--- config.mk ---
export PLATFORM = sky130hd
export DESIGN_NAME = sec_counter_ctrl
export DESIGN_NICKNAME = d
export VERILOG_FILES = /design/src/rtl/sec_counter_ctrl.sv
export SDC_FILE = /design/constraint.sdc
export NUM_CORES = 1
export LEC_CHECK = 0
export ABC_AREA = 0
export ABC_CLOCK_PERIOD_IN_PS = 3050
export CORE_MARGIN = 3
export CORE_UTILIZATION = 50
export DETAILED_ROUTE_END_ITERATION = 8
export GPL_TIMING_DRIVEN = 0
export MAX_ROUTING_LAYER = met4
export PLACE_DENSITY = 0.88
export SLEW_MARGIN = 20
export SYNTH_ARGS = -nofsm -noshare
export SYNTH_HDL_FRONTEND = slang
export SYNTH_SLANG_ARGS = --single-unit
--- constraint.sdc ---
create_clock -name Clk -period 3.05 [get_ports Clk]
set_clock_uncertainty 0.2 [all_clocks]
set_input_delay 0.305 -clock Clk [delete_from_list [all_inputs] [get_ports Clk]]
set_output_delay 0.305 -clock Clk [all_outputs]
set_load 0.01 [all_outputs]
--- src/rtl/sec_counter_ctrl.sv ---
// Run-control sequencer for the seconds counter.
// A prescaler divides Clk down to a one-cycle seconds tick.
// An IDLE/RUN/PAUSE state machine gates counting and is driven by the
// Start/Stop/Clear level commands, where Clear beats Stop and Stop beats Start.
// Lap captures the live count, and Slt selects the live or lap value for display.
module sec_counter_ctrl #(
  parameter int unsigned DIV_CYCLES = 32'd50000000,
  parameter int          PRE_W      = 32
) (
  input  logic        Clk,
  input  logic        Reset,
  input  logic        Start,
  input  logic        Stop,
  input  logic        Clear,
  input  logic        Lap,
  input  logic        Slt,
  output logic        Tick,
  output logic        Running,
  output logic [1:0]  State,
  output logic [63:0] Sec,
  output logic [63:0] LapSec,
  output logic [63:0] Disp,
  output logic        Ovf
);

  // Last prescaler value of a second; the next RUN edge wraps and ticks.
  localparam logic [PRE_W-1:0] PRE_LAST = PRE_W'(DIV_CYCLES - 32'd1);

  typedef enum logic [1:0] {
    ST_IDLE  = 2'b00,
    ST_RUN   = 2'b01,
    ST_PAUSE = 2'b10,
    ST_BAD   = 2'b11
  } state_t;

  state_t           state_reg, state_next;
  logic [PRE_W-1:0] pre_reg, pre_next;
  logic [63:0]      sec_reg, sec_next;
  logic [63:0]      lap_reg, lap_next;
  logic             tick_reg, tick_next;
  logic             ovf_reg, ovf_next;
  logic             wrap;
  logic             start_eff;

  // A second elapses on this edge only when counting in RUN at the last prescaler value.
  assign wrap = (state_reg == ST_RUN) && (pre_reg == PRE_LAST);

  // Stop outranks Start, so a coincident Stop suppresses a Start.
  assign start_eff = Start && !Stop;

  // Next-state, prescaler, counters and lap; all decisions use pre-edge state.
  always_comb begin
    state_next = state_reg;
    pre_next   = pre_reg;
    sec_next   = sec_reg;
    lap_next   = lap_reg;
    tick_next  = 1'b0;
    ovf_next   = ovf_reg;

    if (Clear) begin
      // Clear wins over everything, including a coincident tick or lap.
      state_next = ST_IDLE;
      pre_next   = '0;
      sec_next   = '0;
      lap_next   = '0;
      ovf_next   = 1'b0;
    end else begin
      case (state_reg)
        ST_IDLE: begin
          if (start_eff) begin
            state_next = ST_RUN;
            pre_next   = '0;
          end
        end

        ST_RUN: begin
          if (wrap) begin
            pre_next  = '0;
            sec_next  = sec_reg + 64'd1;
            tick_next = 1'b1;
            if (&sec_reg) begin
              ovf_next = 1'b1;
            end
          end else begin
            pre_next = pre_reg + PRE_W'(1);
          end
          // The count for this edge still happens; the pause takes effect afterwards.
          if (Stop) begin
            state_next = ST_PAUSE;
          end
          // Snapshot excludes any increment landing on this same edge.
          if (Lap) begin
            lap_next = sec_reg;
          end
        end

        ST_PAUSE: begin
          // Partial second is kept in the prescaler across the pause.
          if (start_eff) begin
            state_next = ST_RUN;
          end
          if (Lap) begin
            lap_next = sec_reg;
          end
        end

        default: begin
          // Unused encoding: fall back to a clean IDLE.
          state_next = ST_IDLE;
          pre_next   = '0;
          sec_next   = '0;
          lap_next   = '0;
          ovf_next   = 1'b0;
        end
      endcase
    end
  end

  // State and datapath registers with synchronous reset.
  always_ff @(posedge Clk) begin
    if (Reset) begin
      state_reg <= ST_IDLE;
      pre_reg   <= '0;
      sec_reg   <= '0;
      lap_reg   <= '0;
      tick_reg  <= 1'b0;
      ovf_reg   <= 1'b0;
    end else begin
      state_reg <= state_next;
      pre_reg   <= pre_next;
      sec_reg   <= sec_next;
      lap_reg   <= lap_next;
      tick_reg  <= tick_next;
      ovf_reg   <= ovf_next;
    end
  end

  assign Tick    = tick_reg;
  assign Running = (state_reg == ST_RUN);
  assign State   = state_reg;
  assign Sec     = sec_reg;
  assign LapSec  = lap_reg;
  assign Ovf     = ovf_reg;
  assign Disp    = Slt ? lap_reg : sec_reg;

endmodule

==> metrics <==
status=finished clean; syn_nets=1019; CP Max Fanout=9; Antenna Nets Post-Route=0; post-synth top area share=0.3971; Worst Hold Slack=~0.26 ns; largest net degree at the start of global routing=17; worst r2r src=Sec[44]; Slew headroom=0.2920; Fin. Hold Viols=0; first-pass GRT wire length=42540 µm; YS warnings=0; largest cells by area after synthesis=dfxtp_1 40%, mux2_2 8.3%, a21oi_1 6.2%; Reg clk slew, reported paths=0.06 ns; input/output buffers=~200; most frequent cells in the layout=202 x clkdlybuf4s50_1, 164 x dfxtp_1, 114 x nand2_1; Tot Pwr=4570 µW; Cell Rows=46; initial core utilization=0.5149; Post-synth EDFFs=0; core area=16060 µm²; Crit path max-delay family=simple AND/OR/NAND/NOR gates; max-cap violations=0; CP max stage cell=nor4_1; Die W=between 100 and 150 µm; HPWL Detailed=between 15000 and 20000 µm; CTS tree=built; Initial DRC Count=roughly 1100; worst hold start=LapSec[39]; most common cell after layout, fill and taps aside=clkdlybuf4s50_1; Synth Flop Type=dfxtp_1; Top Ports=204; Crit path top cell by count=nand4_1; R2R setup slack=0.12 ns; GRT Resource Usage Total=0.3000; RSZ-0062 raised after global routing=false; sequential element share of the synthesized area=0.3971; CTS sink count=approximately 160; crit end category=register; drt drc=0; vias in the first global route=8174; WP data required=around 3.2 ns; VDD IR max=457.2 µV; Synth Instances=~1000; Vias=about 9000; max-slew violation count=0; #FFs+latches synth=164; Setup violations, final=0; Post-Syn Area=8268 µm²; CTS Root Cell=clkbuf_16; final core occ=0.6987; syn avg cell area=8.210 µm²; routability congestion estimate=approximately 0.96; Inserted Diodes=0; via density per instance=6.167; Largest stage delay, worst path=0.71 ns; Synth-to-Final Area Change=35.70%; hold-critical path endpoint=LapSec[39]; Synth async-reset ratio=0; period utilization=0.9619; Clock Latency Late Sink=0.43 ns; worst reg2reg path depth=6; CTS H-Tree Depth=4; WHS Path Cells=2; CP bufs+invs=1; setup tns final=0 ns; CP cell instances=clkbuf_1 -> nand4_1 -> nor4_1 -> nand4_1 -> or4_1 -> a31oi_1; Clock Path Buffers=2; Max Fclk=roughly 0.34 GHz; Crit Path Class=register to register; R2R Path End=Sec[59]; drt first pass iters=6; critical path arrival=3.09 ns; Slew @ Worst Pin=1.056 ns; CTS Buf Count=17; initial antenna violation count=0; layout cells sized above 1=0.1056; largest area contributor in the netlist=dfxtp_1; Hold WC Path Type=register to register; DP Worst Slack=-0.2513 ns; Setup WS post-layout=roughly 0.12 ns; fin crit period=around 2.9 ns; LEAKAGE=about 0.0037 µW; die height=134.6 µm; critical path startpoint category=register; Netlist cell types=52; power per cell area=a little over 400 nW/µm²; # fillers=1216; die footprint=18110 µm²; WL/cell=~19 µm; total grt overflow=0; final WL=27200 µm; Final nets=1240
[logic make-up after synthesis]
family / after synthesis / share of synthesized area
mux: 61 / 0.08308
simple gates: 455 / 0.2818
compound gates: 189 / 0.1377
xor+xnor: 50 / 0.05297
buf+inv: 83 / 0.03980
flops: 164 / 0.3971
fa+ha+maj: 5 / 0.007567
[tightest hold or removal path: stages (launching register included)]
cell	delay [ns]
dfxtp_1	0.31
nand2_1	0.05
a21oi_1	0.05
[area by class of cell]
class	instances	area, µm²	share of cell area
Buffer	72	295.3	0.02632
Timing Repair Buffer	204	2037	0.1816
Clock buffer	23	488.0	0.04349
Inverter	9	33.78	0.003011
Clock inverter	9	123.9	0.01104
Tap cell	216	270.3	0.02409
Sequential cell	164	3283	0.2926
Multi-Input combinational cell	760	4688	0.4179
[cell usage after synthesis, types with 7 or more instances]
cell type and n:
dfxtp_1 164, nand2_1 114, a21oi_1 103, nand3_1 103, nor2_1 91, mux2_2 61
clkbuf_1 59, xor2_1 36, nand4_1 34, and3_1 27, and4_1 22, a31oi_1 20
o21ai_0 18, xnor2_1 14, nor3_1 13, and2_1 10, nor4_1 10, o31ai_1 10
inv_1 9, o2111ai_1 9, or4_1 9, buf_2 7
[report_power, final]
| part | total [µW] | internal (µW) | switching [µW] |
|---|---|---|---|
| registers | 2150 | 2140 | 2.35 |
| logic | 200 | 50.2 | 150 |
| clock network | 2220 | 1370 | 854 |
| total | 4570 | 3560 | 1010 |
[per-layer routing]
metal	global-route usage	vias to the layer above	routed length, µm
met1	0.3797	4243	10710
li1	-	4101	-
met4	0.1233	0	911
met2	0.4656	546	12940
met3	0.06930	95	2637
met5	-	-	0
[how the worst max path moves through the flow]
stage                   from     endpoint  slack (ns)  cells past startpoint
floorplan           State[0]      Sec[25]        0.49                     10
global placement        Stop  pre_reg[27]       -0.16                      7
detailed placement      Stop  pre_reg[27]       -0.25                      7
CTS                   Sec[1]      Sec[42]        0.01                      8
global route        State[0]  pre_reg[28]        0.02                      8
finish               Sec[44]      Sec[59]        0.12                      6
[timing repair]
action,CTS,global route
setup endpoints to repair,14,38
pin swaps,0,0
cloned,0,0
hold buffers,0,0
gates resized for setup,2,15
hold endpoints to repair,0,0
buffers inserted,0,2
[stage by stage]
stage	cells	cell area (µm²)
after floorplan	1007	8268
after global placement	1425	10560
after detailed placement	1425	10560
after CTS	1457	11180
after global routing	1457	11220
final	1457	11220
(Power assumes the default switching activity.)
